--- config.mk ---
export PLATFORM = sky130hd
export DESIGN_NAME = mem_arbiter_s
export DESIGN_NICKNAME = d
export VERILOG_FILES = /design/src/rtl/mem_arbiter_s.sv
export SDC_FILE = /design/constraint.sdc
export NUM_CORES = 1
export LEC_CHECK = 0
export ABC_AREA = 0
export BUFFER_PORTS_ARGS = -buffer_cell sky130_fd_sc_hd__clkbuf_2
export CAP_MARGIN = 20
export CORE_MARGIN = 2
export CORE_UTILIZATION = 43
export DETAILED_ROUTE_END_ITERATION = 10
export PLACE_DENSITY = 0.76
export SYNTH_ARGS = -nofsm -noshare
export SYNTH_HDL_FRONTEND = slang
export SYNTH_SLANG_ARGS = --single-unit
--- constraint.sdc ---
create_clock -name clk -period 1.73 [get_ports clk]
set_clock_uncertainty 0.15 [all_clocks]
set_input_delay 0.0865 -clock clk [delete_from_list [all_inputs] [get_ports clk]]
set_output_delay 0.0865 -clock clk [all_outputs]
set_load 0.005 [all_outputs]
--- src/rtl/mem_arbiter_s.sv ---
// rtl/mem_arbiter_s.sv - shared memory port sequencer for fetch and data requesters
// Define ARB_RR_EN for round-robin arbitration; otherwise data beats fetch.
module mem_arbiter_s #(
   parameter int ADDR_W      = 32,
   parameter int DATA_W      = 32,
   parameter int TIMEOUT_CYC = 16
) (
   input  logic              clk,
   input  logic              rst_n,
   input  logic              if_req,
   input  logic [ADDR_W-1:0] if_addr,
   output logic [DATA_W-1:0] if_rdata,
   output logic              if_done,
   output logic              if_stall,
   input  logic              d_req,
   input  logic              d_we,
   input  logic [ADDR_W-1:0] d_addr,
   input  logic [DATA_W-1:0] d_wdata,
   output logic [DATA_W-1:0] d_rdata,
   output logic              d_done,
   output logic              d_stall,
   output logic              err,
   output logic              mem_en,
   output logic              mem_we,
   output logic [ADDR_W-1:0] mem_addr,
   output logic [DATA_W-1:0] mem_wdata,
   input  logic [DATA_W-1:0] mem_rdata,
   input  logic              mem_ready
);

   localparam int WD_W = (TIMEOUT_CYC > 2) ? $clog2(TIMEOUT_CYC) : 1;
   localparam logic [WD_W-1:0] WD_LAST = WD_W'(TIMEOUT_CYC - 1);

   typedef enum logic [1:0] {
      S_IDLE,
      S_ACCESS,
      S_RESP
   } state_t;

   state_t            state_q, state_d;
   logic [WD_W-1:0]   wd_q, wd_d;
   logic              owner_d_q, owner_d_d;
   logic              mem_en_q, mem_en_d;
   logic              mem_we_q, mem_we_d;
   logic [ADDR_W-1:0] mem_addr_q, mem_addr_d;
   logic [DATA_W-1:0] mem_wdata_q, mem_wdata_d;
   logic [DATA_W-1:0] if_rdata_q, if_rdata_d;
   logic [DATA_W-1:0] d_rdata_q, d_rdata_d;
   logic              if_done_q, if_done_d;
   logic              d_done_q, d_done_d;
   logic              err_q, err_d;
   logic              grant_d;

`ifdef ARB_RR_EN
   logic              last_owner_q, last_owner_d;

   // Under contention, hand the port to whoever did not have it last (1 = data).
   assign grant_d = d_req & (~if_req | ~last_owner_q);
`else
   assign grant_d = d_req;
`endif

   always_comb begin
      state_d     = state_q;
      wd_d        = wd_q;
      owner_d_d   = owner_d_q;
      mem_en_d    = mem_en_q;
      mem_we_d    = mem_we_q;
      mem_addr_d  = mem_addr_q;
      mem_wdata_d = mem_wdata_q;
      if_rdata_d  = if_rdata_q;
      d_rdata_d   = d_rdata_q;
      if_done_d   = if_done_q;
      d_done_d    = d_done_q;
      err_d       = err_q;
`ifdef ARB_RR_EN
      last_owner_d = last_owner_q;
`endif
      case (state_q)
         S_IDLE: begin
            if (if_req | d_req) begin
               owner_d_d   = grant_d;
               mem_en_d    = 1'b1;
               mem_we_d    = grant_d & d_we;
               mem_addr_d  = grant_d ? d_addr : if_addr;
               mem_wdata_d = grant_d ? d_wdata : '0;
               wd_d        = '0;
               state_d     = S_ACCESS;
`ifdef ARB_RR_EN
               last_owner_d = grant_d;
`endif
            end
         end
         S_ACCESS: begin
            // A ready on the watchdog's final cycle still completes normally.
            if (mem_ready) begin
               mem_en_d = 1'b0;
               mem_we_d = 1'b0;
               err_d    = 1'b0;
               state_d  = S_RESP;
               if (owner_d_q) begin
                  d_rdata_d = mem_we_q ? '0 : mem_rdata;
                  d_done_d  = 1'b1;
               end else begin
                  if_rdata_d = mem_rdata;
                  if_done_d  = 1'b1;
               end
            end else if (wd_q == WD_LAST) begin
               mem_en_d = 1'b0;
               mem_we_d = 1'b0;
               err_d    = 1'b1;
               state_d  = S_RESP;
               if (owner_d_q) begin
                  d_rdata_d = '0;
                  d_done_d  = 1'b1;
               end else begin
                  if_rdata_d = '0;
                  if_done_d  = 1'b1;
               end
            end else begin
               wd_d = wd_q + WD_W'(1);
            end
         end
         S_RESP: begin
            if_done_d = 1'b0;
            d_done_d  = 1'b0;
            err_d     = 1'b0;
            wd_d      = '0;
            state_d   = S_IDLE;
         end
         default: state_d = S_IDLE;
      endcase
   end

   always_ff @(posedge clk or negedge rst_n) begin
      if (!rst_n) begin
         state_q     <= S_IDLE;
         wd_q        <= '0;
         owner_d_q   <= 1'b0;
         mem_en_q    <= 1'b0;
         mem_we_q    <= 1'b0;
         mem_addr_q  <= '0;
         mem_wdata_q <= '0;
         if_rdata_q  <= '0;
         d_rdata_q   <= '0;
         if_done_q   <= 1'b0;
         d_done_q    <= 1'b0;
         err_q       <= 1'b0;
      end else begin
         state_q     <= state_d;
         wd_q        <= wd_d;
         owner_d_q   <= owner_d_d;
         mem_en_q    <= mem_en_d;
         mem_we_q    <= mem_we_d;
         mem_addr_q  <= mem_addr_d;
         mem_wdata_q <= mem_wdata_d;
         if_rdata_q  <= if_rdata_d;
         d_rdata_q   <= d_rdata_d;
         if_done_q   <= if_done_d;
         d_done_q    <= d_done_d;
         err_q       <= err_d;
      end
   end

`ifdef ARB_RR_EN
   always_ff @(posedge clk or negedge rst_n) begin
      if (!rst_n) begin
         last_owner_q <= 1'b0;
      end else begin
         last_owner_q <= last_owner_d;
      end
   end
`endif

   assign if_rdata  = if_rdata_q;
   assign if_done   = if_done_q;
   assign d_rdata   = d_rdata_q;
   assign d_done    = d_done_q;
   assign err       = err_q;
   assign mem_en    = mem_en_q;
   assign mem_we    = mem_we_q;
   assign mem_addr  = mem_addr_q;
   assign mem_wdata = mem_wdata_q;
   assign if_stall  = if_req & ~if_done_q;
   assign d_stall   = d_req & ~d_done_q;

endmodule
# Word level (Yosys, flattened, before mapping)
# Cells that the tools add are included.
[op_classes] add_sub_neg=1 eq_ne=7 muxes=36 bitwise=7 n_reduce_logical=12
[op_table] op="$mux W32" count=11
[op_table] op="$mux W1" count=12
[op_table] op="$mux W4" count=3
[op_table] op="$pmux W4 S3" count=1
[op_table] op="$pmux W1 S2" count=5
[op_table] op="$reduce_and A3 Y1" count=3
[op_table] op="$mux W2" count=3
[op_table] op="$ne A2 B2 Y1 const B" count=3
[op_table] op="$reduce_and A2 Y1" count=3
[op_table] op="$reduce_bool A2 Y1" count=3
[op_table] op="$add A4 B1 Y4 const B" count=1
[op_table] op="$eq A4 B4 Y1 const B" count=1
[op_table] op="$pmux W2 S2" count=1
[op_table] op="$reduce_and A4 Y1" count=1
[op_table] op="$and A1 B1 Y1" count=3
[op_table] op="$ne A3 B3 Y1 const B" count=1
[op_table] op="$not A1 Y1" count=3
[op_table] op="$reduce_bool A3 Y1" count=1
[op_table] op="$eq A2 B1 Y1 const B" count=1
[op_table] op="$eq A2 B2 Y1 const B" count=1
[op_table] op="$logic_not A2 Y1" count=1
[op_table] op="$or A1 B1 Y1" count=1
[totals] ff_bits=140 input_bits=134 elab_cells=75

# Depth between registers and ports, before layout
# Gate-level depths: netlist of run 1.
[depth] ltp_word=4 depth_mapped=7 ltp_nobuf=5

# Worst setup path before layout of run 1
# OpenSTA, ideal clock, no wires.
[synth_timing] path_kind="reg-to-reg" from="reg state_q[0]" to="reg state_q[1]" setup_time_ps=125 arrival_time_ps=1483 required_time_ps=1455 slack_ps=-28 stages_incl_launch_ff=7 n_path_buf=1 synth_period_minus_slack_ps=1758 path_cell_list="dfrtp_1 inv_1 ha_1 buf_4 nor3b_4 a21oi_2 mux2_4"
[synth_via] elab_chain_len=3
[synth_lines] element="start: declaration" line_no="40" rtl="state_t state_q, state_d;"
[synth_lines] element="start signal: assignment" line_no="150" rtl="state_q <= state_d;"
[synth_lines] element="$eq A2 B1 Y1 / $logic_not A2 Y1 (equally long branches)" line_no="79" rtl="case (state_q)"
[synth_lines] element="$ne A3 B3 Y1 (no line) / $ne A2 B2 Y1 (equally long branches)"
[synth_lines] element="$reduce_and A2 Y1 (no line)"
# Parallel ways exist; a longest one is shown, timed or not.
# A chain may end at the register's enable or synchronous reset.

# Worst setup path after layout of run 1
[layout_timing] from="reg wd_q[2]" to="reg if_rdata_q[0], in the netlist if_rdata[0]"
[layout_via] elab_chain_len=3
[layout_lines] element="start: declaration" line_no="41" rtl="logic [WD_W-1:0] wd_q, wd_d;"
[layout_lines] element="start signal: assignment" line_no="151" rtl="wd_q <= wd_d;"
[layout_lines] element="$eq A4 B4 Y1" line_no="108" rtl="end else if (wd_q == WD_LAST) begin"
[layout_lines] element="$reduce_bool A2 Y1 (no line)"
[layout_lines] element="$reduce_and A3 Y1 (no line)"
[layout_lines] element="end signal: assignment" line_no="157" rtl="if_rdata_q <= if_rdata_d;"
[layout_lines] element="end: declaration" line_no="47" rtl="logic [DATA_W-1:0] if_rdata_q, if_rdata_d;"
# No other way between the ends.

==> results of run 1 <==
==> per-layer routing <==
layer	up-vias	wire length, um	track usage
li1	2926	-	-
met1	3044	8330	0.336
met2	309	11100	0.477
met3	60	1400	0.0623
met4	0	765	0.130
met5	-	0	0
==> synthesized netlist by cell type <==
master and number:
a2bb2oi_1 2, o22a_1 2, buf_6 1, a31oi_2 1, a21oi_1 3, clkbuf_1 17
a21oi_2 1, nand3_1 35, inv_1 37, a31o_4 1, ha_1 6, nor2_1 3
nor4b_1 1, buf_4 4, nand2_1 146, a211o_1 1, a211oi_1 1, nand3_2 1
or4_1 1, nor3_1 1, o31ai_1 23, and4b_1 1, mux2i_1 65, buf_1 3
buf_12 3, buf_2 17, clkbuf_2 1, nor2b_1 6, mux2_4 1, a22oi_1 1
or2b_1 1, nor3b_4 1, dfrtp_1 140, o22ai_1 1, nand4b_1 1, a32o_1 2
o21ai_1 7, nor3b_2 1, o21ai_4 1, and2_1 2, nand2b_1 1, o21ai_0 71
==> critical path: cells and delay by family (launching register included) <==
family,cells,cell delay (ps)
flops,1,520
mux,1,230
compound gates,1,170
buf+inv,2,320
simple gates,1,250
==> final cells by class <==
cell class,count,area (um2)
fillers,927,4170
flip-flops and latches,140,3500
repair buffers,449,3230
multi-input cells,392,2420
clock buffers,21,480
well taps,184,230
clock inverters,10,186
inverters,37,139
diodes,1,2.50
==> registers in the layout, summed over array words and instances (netlist names) <==
signal / cells
d_done: 1
d_rdata: 32
err: 1
if_done: 1
if_rdata: 32
mem_addr: 32
mem_en: 1
mem_wdata: 32
mem_we: 1
owner_d_q: 1
state_q: 2
wd_q: 4
==> cell families (layout without fill, tap and decap cells) <==
family,count (synthesis),in the layout,synth area share
other,0,1,0
AO/OA/AOI/OAI,118,118,0.115
buffers and inverters,83,517,0.0649
adder cells (fa/ha/maj),6,6,0.0120
multiplexers,66,66,0.107
flip-flops,140,140,0.561
AND/OR/NAND/NOR,202,202,0.141
==> power by group <==
group	switching (W)	leakage, nW	internal (W)	total [W]
Clock	0.00139	0.329	0.00271	0.00409
Combinational	0.00323	3.14	0.00290	0.00614
Sequential	0.000968	1.78	0.00475	0.00572
==> repair_timing <==
item	4_1_cts	5_1_grt
endpoints found under the hold margin	268	0
hold buffers	133	0
gates cloned	1	1
buffers inserted	3	7
setup endpoints to repair	9	101
resized for setup	7	16
pin swaps	2	1
==> placed cells by master, fill, tap and decap left out, types with 2 or more instances in the layout <==
master and n:
and2_1 2, o31ai_1 23, dlygate4sd3_1 133, o22a_1 2
a2bb2oi_1 2, ha_4 3, ha_1 2, clkbuf_2 266
o21ai_0 67, clkinv_4 3, dfrtp_1 139, inv_2 2
buf_6 5, nor3b_4 2, buf_4 32, nand3_1 35
nor2_1 2, buf_12 11, clkbuf_16 18, a21oi_1 3
bufinv_16 5, clkbuf_8 4, o21ai_1 10, nor2b_1 6
clkinv_2 2, nand2_1 146, a32o_1 2, inv_1 35
mux2i_1 63
==> per-stage QoR <==
stage / instance area (um2) / hold slack, ps / setup slack [ps]
after floorplan: 6250 / -359 / 7.06
after global placement: 7990 / -96.1 / 21.0
after detailed placement: 7990 / -94.8 / -49.9
after CTS: 10100 / 17.1 / -3.41
after global routing: 10200 / 53.2 / -65.4
final: 10200 / 32.7 / 0.689
==> worst max path at each step <==
stage	cells past startpoint	slack [ps]	endpoint
floorplan	5	7	state_q[1]$_DFFE_PN0P_
global placement	5	20	state_q[1]$_DFFE_PN0P_
detailed placement	5	-50	if_rdata[0]$_DFFE_PN0P_
CTS	5	-3	wd_q[0]$_DFFE_PN0P_
global route	6	-70	if_rdata[0]$_DFFE_PN0P_
finish	5	0.7	if_rdata[0]$_DFFE_PN0P_
==> reports/metrics.cfg, run 1 <==
[power_and_ir_drop]
vdd_drop_max_v = 0.000997
power.density_nw_per_um2 = 1560
p_leak_nw = 5.25
finalPower_w = 0.0159

[synth]
synth_top_area_cell = dfrtp_1
synth_seq_cells = 140
syn_avg_cell_area_um2 = 10.2
synthDistinctLibCells = 42
syn_nets = 755
ys_warn_count = 0
syn_inst = 615
yosysTopAreaCellShare = 0.561
yosys-top-cells-area = dfrtp_1, mux2i_1, nand2_1
syn-cell-area_um2 = 6250
yosysSeqAreaShare = 0.561

[sta]
min_period_ps = 1730
worst_slew_pin_slew_ps = 459
setup_viol = 0
max_freq_ghz = 0.578
final-hold-violation-count = 0
slew_violations = 0
period_share = 1.00
grt_setup_unrepaired = yes
finalSetupTns_ps = 0
maxSlewHeadroom = 0.694

[run_status]
outcome = finished clean

[clocking]
cts_buffers = 17
numClockSinks = 140
cts_root_buffer = clkbuf_16
htree_levels = 4
cts_tree = done
clk_latency_ps = 410
path_clk_slew_ps = 60
cts_buffer_depth = 2

[setup_path]
worstPathArrival_ps = 1910
timing.rr.end = if_rdata[0]$_DFFE_PN0P_
worstPathMaxFanout = 7
startpoint = wd_q[2]$_DFFE_PN0P_
slowest_delay_ps = 520
crit_chain = a31oi_4 -> nor3b_4 -> buf_6 -> buf_12 -> mux2i_4
reg2reg_depth = 5
r2r_slack_ps = 0.7
r2r-start = wd_q[2]$_DFFE_PN0P_
cpMaxStageDelayCell = dfrtp_1
cp_data_required_time_ps = 1910
worstSetupStartpointType = flop
endpoint_kind = flop
crit_type = reg2reg

[floorplan]
die_area_um2 = 15500
die_h_um = 125
io_pins = 269
die_w_um = 125
rows = 44
core_um2 = 14400
initial_utilization = 0.435

[placed_design]
dpl.cell_count = 1057
io_buffers = 268
dp_hpwl_um = 12100
place.gp.congestion = 0.779

[flow_run]
cap_violations = 0

[drt]
wirelength_um = 21600
vias = 6339
ant_nets = 0
drt-initial-drc-count = 369
firstDrtPassIters = 7
wl_per_cell_um = 17.5
drc = 0
vias_per_cell = 5.14

[min_path]
min_path_type = in2async

[final_layout]
postLayoutCoreUtil = 0.710
drive_gt1_frac = 0.350
syn2layout_area_growth_pct = 63.2
final_cells = 1234
nets = 1177

[global_route]
grt_pass1_wl_um = 34600
grt-ovfl-total = 0
grt_max_degree = 63
grtUsageTotal = 0.279
antenna_found_initial = 1
grt_pass1_vias = 6507

Power figures use the tool's default switching activity.
==> run 2: changes to the inputs <==
--- a/config.mk
+++ b/config.mk
@@ -7,11 +7,11 @@
 export LEC_CHECK = 0
 export ABC_AREA = 0
 export BUFFER_PORTS_ARGS = -buffer_cell sky130_fd_sc_hd__clkbuf_2
-export CAP_MARGIN = 20
 export CORE_MARGIN = 2
 export CORE_UTILIZATION = 43
 export DETAILED_ROUTE_END_ITERATION = 10
 export PLACE_DENSITY = 0.76
+export REMOVE_ABC_BUFFERS = 1
 export SYNTH_ARGS = -nofsm -noshare
 export SYNTH_HDL_FRONTEND = slang
 export SYNTH_SLANG_ARGS = --single-unit
==> run 2 against run 1 <==
Global-route usage decreased by 0.29 points. Clock-buffer cell count decreased by 1. Clock power decreased by 12%. Non-clock buffer count decreased by 6. Cell area decreased by 1.1%. Sequential power decreased by 0.7%. Wire length increased by 5.1%. Combinational power increased by 3.7%. Power decreased by 1.8%.
==> reports/metrics.cfg, run 2 (synthesis gave the netlist of run 1 again) <==
[run_status]
outcome = finished clean

[sta]
min_period_ps = 1690
grt_setup_unrepaired = yes
slew_violations = 0
maxSlewHeadroom = 0.654
finalSetupTns_ps = 0
worst_slew_pin_slew_ps = 519
max_freq_ghz = 0.593
period_share = 0.975
setup_viol = 0
final-hold-violation-count = 0

[final_layout]
syn2layout_area_growth_pct = 61.5
antennaDiodeCount = 0
final_cells = 1228
num-fill-cells = 966
seq_area_um2 = 3500
multiInputGateArea_um2 = 2420
layout_common_cells = clkbuf_2, nand2_1, dfrtp_1
nets = 1173
layout_commonest_cell = clkbuf_2
drive_gt1_frac = 0.343

[clocking]
clk_latency_ps = 410
path_clk_slew_ps = 60
cts_buffer_depth = 2
numClockSinks = 140
cts_tree = done
cts_root_buffer = clkbuf_16
cts_buffers = 17
htree_levels = 4

[drt]
wirelength_um = 22700
firstDrtPassIters = 4
ant_nets = 0
wl_per_cell_um = 18.5
vias = 6508
drt-initial-drc-count = 565
drc = 0
vias_per_cell = 5.30

[power_and_ir_drop]
vdd_drop_max_v = 0.000703
p_leak_nw = 5.20
power.density_nw_per_um2 = 1550

[min_path]
hold_start = d_req
hold_path_end = owner_d_q$_DFFE_PN0P_
holdPathStages = 4
min_path_type = in2reg

[setup_path]
cpMaxStageDelayCell = dfrtp_1
reg2reg_depth = 6
slowest_delay_ps = 360
worstPathMaxFanout = 6
worstPathArrival_ps = 1830
crit_chain = inv_1 -> ha_4 -> nor3b_4 -> buf_4 -> a211o_1 -> a32o_1
r2r_slack_ps = 40
worstSetupStartpointType = flop
cp_data_required_time_ps = 1870
crit_type = reg2reg
timing.rr.end = wd_q[0]$_DFFE_PN0P_
endpoint_kind = flop
r2r-start = state_q[0]$_DFFE_PN0P_

[global_route]
grt_max_degree = 45
grtUsageTotal = 0.276
grt_pass1_wl_um = 34200
antenna_found_initial = 0
grt_pass1_vias = 6636
grt-ovfl-total = 0

[flow_run]
cap_violations = 0

[placed_design]
dp_hpwl_um = 12500
dpl.cell_count = 1050
io_buffers = 268
place.gp.congestion = 0.795

[floorplan]
die_area_um2 = 15500
io_pins = 269
initial_utilization = 0.435
die_h_um = 125
core_um2 = 14400
rows = 44
die_w_um = 125

run 2: how the worst max path moves through the flow:
stage | start | slack (ps) | endpoint
finish | state_q[0]$_DFFE_PN0P_ | 40 | wd_q[0]$_DFFE_PN0P_
CTS | wd_q[1]$_DFFE_PN0P_ | 2 | if_rdata[21]$_DFFE_PN0P_
global placement | wd_q[0]$_DFFE_PN0P_ | 40 | wd_q[1]$_DFFE_PN0P_
global route | wd_q[0]$_DFFE_PN0P_ | -30 | if_rdata[5]$_DFFE_PN0P_
detailed placement | wd_q[1]$_DFFE_PN0P_ | 3 | if_rdata[6]$_DFFE_PN0P_
floorplan | wd_q[0]$_DFFE_PN0P_ | -1800 | if_rdata[0]$_DFFE_PN0P_
run 2: layer usage:
layer | global-route usage | part of all wire | vias to the layer above
met4 | 0.143 | 0.045 | 0
met1 | 0.335 | 0.38 | 3110
met3 | 0.0709 | 0.082 | 65
met2 | 0.455 | 0.49 | 422
li1 | - | - | 2911
met5 | 0 | 0 | -
run 2: through the flow:
step	hold slack [ps]	instance area [um2]	setup slack [ps]	power [W]	util
floorplan	-359	5980	-1800	0.00790	-
global placement	-128	7920	40.8	0.0108	0.551
detailed placement	-130	7920	3.07	0.0110	0.551
CTS	3.56	9820	1.65	0.0148	0.684
global route	33.8	10100	-29.1	0.0166	0.702
finish	33.7	10100	43.0	0.0157	0.702
run 2: area by class of cell:
class | count | area share
clock inverters | 10 | 0.0114
repair buffers | 443 | 0.318
inverters | 37 | 0.0138
multi-input cells | 394 | 0.240
clock buffers | 20 | 0.0463
flip-flops and latches | 140 | 0.347
well taps | 184 | 0.0228
run 2: repair_timing:
item,4_1_cts,5_1_grt
resized for setup,1,15
hold endpoints to repair,272,0
pin swaps,0,1
setup endpoints to repair,2,114
hold buffers,132,0
cloned,0,8
buffers inserted,0,8
run 2: report_power, final:
| part | internal, W | switching, W | total, W |
|---|---|---|---|
| logic | 0.00297 | 0.00340 | 0.00637 |
| clock network | 0.00222 | 0.00139 | 0.00361 |
| registers | 0.00475 | 0.000937 | 0.00568 |
run 2: critical path: cells and delay by family, from the launching register on:
| family | cells | cell delay, ps |
|---|---|---|
| simple gates | 1 | 180 |
| compound gates | 2 | 460 |
| flops | 1 | 360 |
| buf+inv | 2 | 250 |
| fa+ha+maj | 1 | 180 |
